[src/rtl/hi_lo_seq_multiplier_if.sv]
// Operand/result handshake bundle for hi_lo_seq_multiplier.
// The master side issues operand pairs and consumes products; the slave is the multiplier.
interface hi_lo_seq_multiplier_if #(
   parameter int WIDTH = 16
);
   logic             io_in_valid;
   logic             io_in_ready;
   logic [WIDTH-1:0] io_A;
   logic [WIDTH-1:0] io_B;
   logic             io_signed;
   logic             io_out_valid;
   logic             io_out_ready;
   logic [WIDTH-1:0] io_Hi;
   logic [WIDTH-1:0] io_Lo;

   modport master (
      output io_in_valid, io_A, io_B, io_signed, io_out_ready,
      input  io_in_ready, io_out_valid, io_Hi, io_Lo
   );

   modport slave (
      input  io_in_valid, io_A, io_B, io_signed, io_out_ready,
      output io_in_ready, io_out_valid, io_Hi, io_Lo
   );
endinterface

[src/rtl/hi_lo_seq_multiplier.sv]
// Iterative shift-add WIDTH x WIDTH multiplier with Hi/Lo product halves and ready/valid on both sides.
// Define HILO_SIGNED_EN to honour io_signed (two's-complement operands); otherwise all operands are unsigned.
//
// state | meaning
// IDLE  | ready for an operand pair (io_in_ready=1)
// BUSY  | WIDTH shift-add iterations
// FIX   | one cycle: optional sign correction, product latched to Hi/Lo
// DONE  | product presented (io_out_valid=1) until io_out_ready
module hi_lo_seq_multiplier #(
   parameter int WIDTH = 16
) (
   input  logic                  clock,
   input  logic                  reset,
   hi_lo_seq_multiplier_if.slave bus
);
   localparam int               CNT_W    = $clog2(WIDTH + 1);
   localparam logic [CNT_W-1:0] CNT_INIT = CNT_W'(WIDTH);
   localparam logic [CNT_W-1:0] CNT_ONE  = CNT_W'(1);

   typedef enum logic [1:0] {IDLE, BUSY, FIX, DONE} state_t;

   state_t               state_q;
   logic [WIDTH-1:0]     mcand_q;
   logic [WIDTH-1:0]     mplier_q;
   logic [2*WIDTH-1:0]   acc_q;
   logic [CNT_W-1:0]     cnt_q;
   logic [WIDTH-1:0]     hi_q;
   logic [WIDTH-1:0]     lo_q;

   logic [WIDTH-1:0]     a_mag_d;
   logic [WIDTH-1:0]     b_mag_d;
   logic [WIDTH-1:0]     addend_d;
   logic [WIDTH:0]       sum_d;
   logic [2*WIDTH-1:0]   acc_step_d;
   logic [2*WIDTH-1:0]   acc_fix_d;

`ifdef HILO_SIGNED_EN
   logic neg_d;
   logic neg_q;

   // Magnitudes fit in WIDTH unsigned bits, so -MIN is representable and MIN*MIN is exact.
   always_comb begin
      a_mag_d = bus.io_A;
      b_mag_d = bus.io_B;
      neg_d   = 1'b0;
      if (bus.io_signed) begin
         if (bus.io_A[WIDTH-1]) a_mag_d = -bus.io_A;
         if (bus.io_B[WIDTH-1]) b_mag_d = -bus.io_B;
         neg_d = bus.io_A[WIDTH-1] ^ bus.io_B[WIDTH-1];
      end
   end

   always_ff @(posedge clock or negedge reset) begin
      if (!reset)                                    neg_q <= 1'b0;
      else if (state_q == IDLE && bus.io_in_valid)   neg_q <= neg_d;
   end

   assign acc_fix_d = neg_q ? -acc_q : acc_q;
`else
   logic unused_signed;

   assign a_mag_d       = bus.io_A;
   assign b_mag_d       = bus.io_B;
   assign acc_fix_d     = acc_q;
   assign unused_signed = bus.io_signed;
`endif

   // Add into the upper half with carry kept, then shift the whole accumulator right.
   always_comb begin
      addend_d   = mplier_q[0] ? mcand_q : '0;
      sum_d      = {1'b0, acc_q[2*WIDTH-1:WIDTH]} + {1'b0, addend_d};
      acc_step_d = {sum_d, acc_q[WIDTH-1:1]};
   end

   always_ff @(posedge clock or negedge reset) begin
      if (!reset) begin
         state_q  <= IDLE;
         mcand_q  <= '0;
         mplier_q <= '0;
         acc_q    <= '0;
         cnt_q    <= '0;
         hi_q     <= '0;
         lo_q     <= '0;
      end else begin
         case (state_q)
            IDLE: begin
               if (bus.io_in_valid) begin
                  mcand_q  <= a_mag_d;
                  mplier_q <= b_mag_d;
                  acc_q    <= '0;
                  cnt_q    <= CNT_INIT;
                  state_q  <= BUSY;
               end
            end
            BUSY: begin
               acc_q    <= acc_step_d;
               mplier_q <= mplier_q >> 1;
               cnt_q    <= cnt_q - CNT_ONE;
               if (cnt_q == CNT_ONE) state_q <= FIX;
            end
            FIX: begin
               hi_q    <= acc_fix_d[2*WIDTH-1:WIDTH];
               lo_q    <= acc_fix_d[WIDTH-1:0];
               state_q <= DONE;
            end
            DONE: begin
               if (bus.io_out_ready) begin
                  hi_q    <= '0;
                  lo_q    <= '0;
                  state_q <= IDLE;
               end
            end
            default: state_q <= IDLE;
         endcase
      end
   end

   assign bus.io_in_ready  = (state_q == IDLE);
   assign bus.io_out_valid = (state_q == DONE);
   assign bus.io_Hi        = hi_q;
   assign bus.io_Lo        = lo_q;
endmodule
[src/flat_wrapper.sv]
// flat-port wrapper written by rule: the top's interface ports become plain ports
module hi_lo_seq_multiplier_flat 
#(
   parameter int WIDTH = 16
)
  (clock, reset, bus_io_in_valid, bus_io_A, bus_io_B, bus_io_signed, bus_io_out_ready, bus_io_in_ready, bus_io_out_valid, bus_io_Hi, bus_io_Lo);
  hi_lo_seq_multiplier_if #(.WIDTH(WIDTH)) bus_i ();
  input  logic clock;
  input  logic reset;
  input wire logic [$bits(bus_i.io_in_valid)-1:0] bus_io_in_valid;
  input wire logic [$bits(bus_i.io_A)-1:0] bus_io_A;
  input wire logic [$bits(bus_i.io_B)-1:0] bus_io_B;
  input wire logic [$bits(bus_i.io_signed)-1:0] bus_io_signed;
  input wire logic [$bits(bus_i.io_out_ready)-1:0] bus_io_out_ready;
  output wire logic [$bits(bus_i.io_in_ready)-1:0] bus_io_in_ready;
  output wire logic [$bits(bus_i.io_out_valid)-1:0] bus_io_out_valid;
  output wire logic [$bits(bus_i.io_Hi)-1:0] bus_io_Hi;
  output wire logic [$bits(bus_i.io_Lo)-1:0] bus_io_Lo;
  assign bus_i.io_in_valid = bus_io_in_valid;
  assign bus_i.io_A = bus_io_A;
  assign bus_i.io_B = bus_io_B;
  assign bus_i.io_signed = bus_io_signed;
  assign bus_i.io_out_ready = bus_io_out_ready;
  assign bus_io_in_ready = bus_i.io_in_ready;
  assign bus_io_out_valid = bus_i.io_out_valid;
  assign bus_io_Hi = bus_i.io_Hi;
  assign bus_io_Lo = bus_i.io_Lo;
  hi_lo_seq_multiplier #(.WIDTH(WIDTH)) u_core (.clock(clock), .reset(reset), .bus(bus_i));
endmodule
[config.mk]
export PLATFORM = sky130hd
export DESIGN_NAME = hi_lo_seq_multiplier_flat
export DESIGN_NICKNAME = d
export VERILOG_FILES = /design/src/rtl/hi_lo_seq_multiplier_if.sv /design/src/rtl/hi_lo_seq_multiplier.sv /design/src/flat_wrapper.sv
export SDC_FILE = /design/constraint.sdc
export NUM_CORES = 1
export LEC_CHECK = 0
export CAP_MARGIN = 20
export CORE_AREA = 10 10 103 105
export DETAILED_ROUTE_END_ITERATION = 12
export DIE_AREA = 0 0 113 115
export GPL_ROUTABILITY_DRIVEN = 0
export PLACE_DENSITY = 0.79
export SYNTH_ARGS = -nofsm -noshare
export SYNTH_HDL_FRONTEND = slang
export SYNTH_SLANG_ARGS = --single-unit
[constraint.sdc]
create_clock -name clock -period 4.64 [get_ports clock]
set_input_delay 0.928 -clock clock [delete_from_list [all_inputs] [get_ports clock]]
set_output_delay 0.928 -clock clock [all_outputs]
set_load 0.02 [all_outputs]
==> results.txt <==
status: finished, final reports clean
antenna-violating nets left: 0
synthesized area: 0.004813 mm²
Root Driver: clkbuf_8
Place WS: 1846 ps
worst setup margin: 1823 ps
post-DP HPWL: 7.052 mm
Die X: 113 µm
Final Hold Vio Count: 0
antenna cell count: 0
H-tree levels: 3
placed cells: 577
final WL: 10.09 mm
PostCTS Resize Cnt: 0
maximum clock insertion buffer count: 2
worst vdd ir: 0.2465 mV
1st-iter DRT viols: 159
pin count of the biggest net entering global routing: 73
fraction of registers with async set/reset: 100.0%
area grow syn2layout: 20.72%
Reg clk slew, reported paths: 100 ps
P_sw: 1.396 mW
Clock power frac: 16.1%
RSZ-0062 raised after global routing: no
synth unique cells: 44
WP data arrival: 3050 ps
part of the power in registers: 39.2%
Critical Path Start Type: register
Yosys warnings: 0
Max-slew headroom: 41.49%
area of the core: 0.008551 mm²
Logic pwr share: 44.7%
Setup violations, final: 0
max capacitance violation total: 0
Global Route Usage Sum: 15.96%
clock period minus worst slack: 2817 ps
prevailing post-synth register cell: dfrtp_1
Core Util, Final: 67.95%
CTS tree: done
Clock Latency Late Sink: 360 ps
CTS Hold Bufs: 0
chip height: 115 µm
share of cells above drive strength 1: 9.877%
EDFF count, synth: 0
CP max FO: 17
Worst EP required: 4880 ps
Setup Buffers After CTS: 0
P_int: 2.154 mW
first-pass GRT wire length: 17.17 mm
Setup Crit Path Kind: reg2reg
fmax: 355.0 MHz
register area share after synthesis: 53.55%
CTS buffer count: 9
P per Cell Area: 610.9 mW/mm²
worst-margin pin slew: 877.7 ps
die area: 0.01300 mm²
Switching Share: 39.32%
via count: 3382
synthesized area per cell: 11.54 µm²
static leakage: 2.650 nW
starting density of the core: 56.29%
Synthesized Nets: 477
drt wl/cell: 16.98 µm
Power, Total: 3.550 mW
vias in the first global route: 3510
final std cells w/o fill: 594
HP Class: reg2reg
R2R Setup Slk: 1820 ps
Initial DRT Pass Iterations: 4
row count: 34
max-slew violations: 0
Sink Count: 103
initial antenna violation count: 0
global route overflow: 0
DR vias/cell: 5.694
Cells after Synth: 417
CP endpoint kind: register
fin crit share: 60.70%
setup_tns: 0 ps
Worst Skew: 13.34 ps
final net count: 541
# DRC: 0
Buffers on Ports: 69
IO Count: 71
Synth Register Bits: 103
-- Yosys cell counts, types with 8 or more instances --
master    instances  area share [%]
xor2_1            8             1.5
o21ai_0          37             3.8
and2_1           16             2.1
mux2_2           16             3.7
dfrtp_1         103              54
mux2i_1          16             3.3
a22o_1           50             9.1
clkbuf_1         12            0.94
a21oi_1          14             1.5
ha_1             22             5.7
xnor2_1           9             1.6
inv_1             9            0.70
nand2_1          47             3.7
-- cells in the final DEF, fill, tap and decap left out, types with 3 or more instances in the layout --
master,instances
a21o_1,4
a21oi_1,13
a22o_1,50
and2_1,16
buf_4,6
clkbuf_8,10
clkdlybuf4s50_1,68
dfrtp_1,103
ha_1,22
inv_1,9
mux2_2,16
mux2i_1,15
nand2_1,47
nand3_1,3
nor2_1,7
o211ai_1,3
o21ai_0,37
o21ai_1,3
xnor2_1,9
xor2_1,8
-- layout make-up --
type                            instances  area [µm²]
Clock buffer                           12       145.1
Clock inverter                          4       52.55
Fill cell                             644        2740
Inverter                                9       33.78
Multi-Input combinational cell        283        2113
Sequential cell                       103        2577
Tap cell                              108       135.1
Timing Repair Buffer                   75       753.2
-- state kept, by name (all words and copies together), names as in the netlist --
| name | flops |
|---|---|
| u_core.acc_fix_d | 32 |
| u_core.bus.io_Hi | 16 |
| u_core.bus.io_Lo | 16 |
| u_core.cnt_q | 5 |
| u_core.mcand_q | 16 |
| u_core.mplier_q | 16 |
| u_core.state_q | 2 |
-- per-stage QoR --
step	cell area [µm²]	hold WS, ps
6_report	5811	493.0
4_1_cts	5783	496.1
2_1_floorplan	4813	449.6
3_5_place_dp	5585	473.1
5_1_grt	5811	507.5
3_3_place_gp	5585	461.5
-- logic make-up after synthesis --
kind of cell,after synthesis,synth area share [%]
buf+inv,31,2.937
compound gates,127,19.11
simple gates,84,8.110
xor+xnor,17,3.093
mux,32,7.070
flops,103,53.55
fa+ha+maj,23,6.135
-- critical path, cell delays in order (launching register included) --
cell	delay, ps
dfrtp_1	680
and2_1	210
ha_1	200
inv_1	70
fa_1	390
and2b_1	230
o211ai_1	150
a21o_1	250
o31ai_2	290
xnor2_1	150
o21ai_1	70
-- power groups by stage --
stage	sequential (mW)	clock [mW]	combinational (mW)
floorplan	1.42	0	1.07
global placement	1.40	0	1.52
detailed placement	1.41	0	1.57
CTS	1.39	0.580	1.59
global route	1.43	0.615	1.77
finish	1.39	0.572	1.59
-- worst paths after layout --
kind | start | endpoint | cells past startpoint
min | u_core.mplier_q[8]$_DFFE_PN0P_ | u_core.mplier_q[8]$_DFFE_PN0P_ | 2
max | u_core.mplier_q[0]$_DFFE_PN0P_ | u_core.acc_fix_d[29]$_DFFE_PN0P_ | 10
min reg2reg | u_core.mplier_q[8]$_DFFE_PN0P_ | u_core.mplier_q[8]$_DFFE_PN0P_ | 2
min in group asynchronous | reset | u_core.mplier_q[4]$_DFFE_PN0P_ | 1
max in group asynchronous | reset | u_core.acc_fix_d[4]$_DFFE_PN0P_ | 2
max reg2reg | u_core.mplier_q[0]$_DFFE_PN0P_ | u_core.acc_fix_d[29]$_DFFE_PN0P_ | 10
-- routing by layer --
metal | global-route usage (%) | vias to the layer above | wire, µm
met5 | 0 | - | 0
met4 | 4.822 | 0 | 131
met3 | 4.583 | 12 | 638
met2 | 26.31 | 88 | 4757
met1 | 19.97 | 1657 | 4560
li1 | - | 1625 | -
Power figures use the tool's default switching activity.
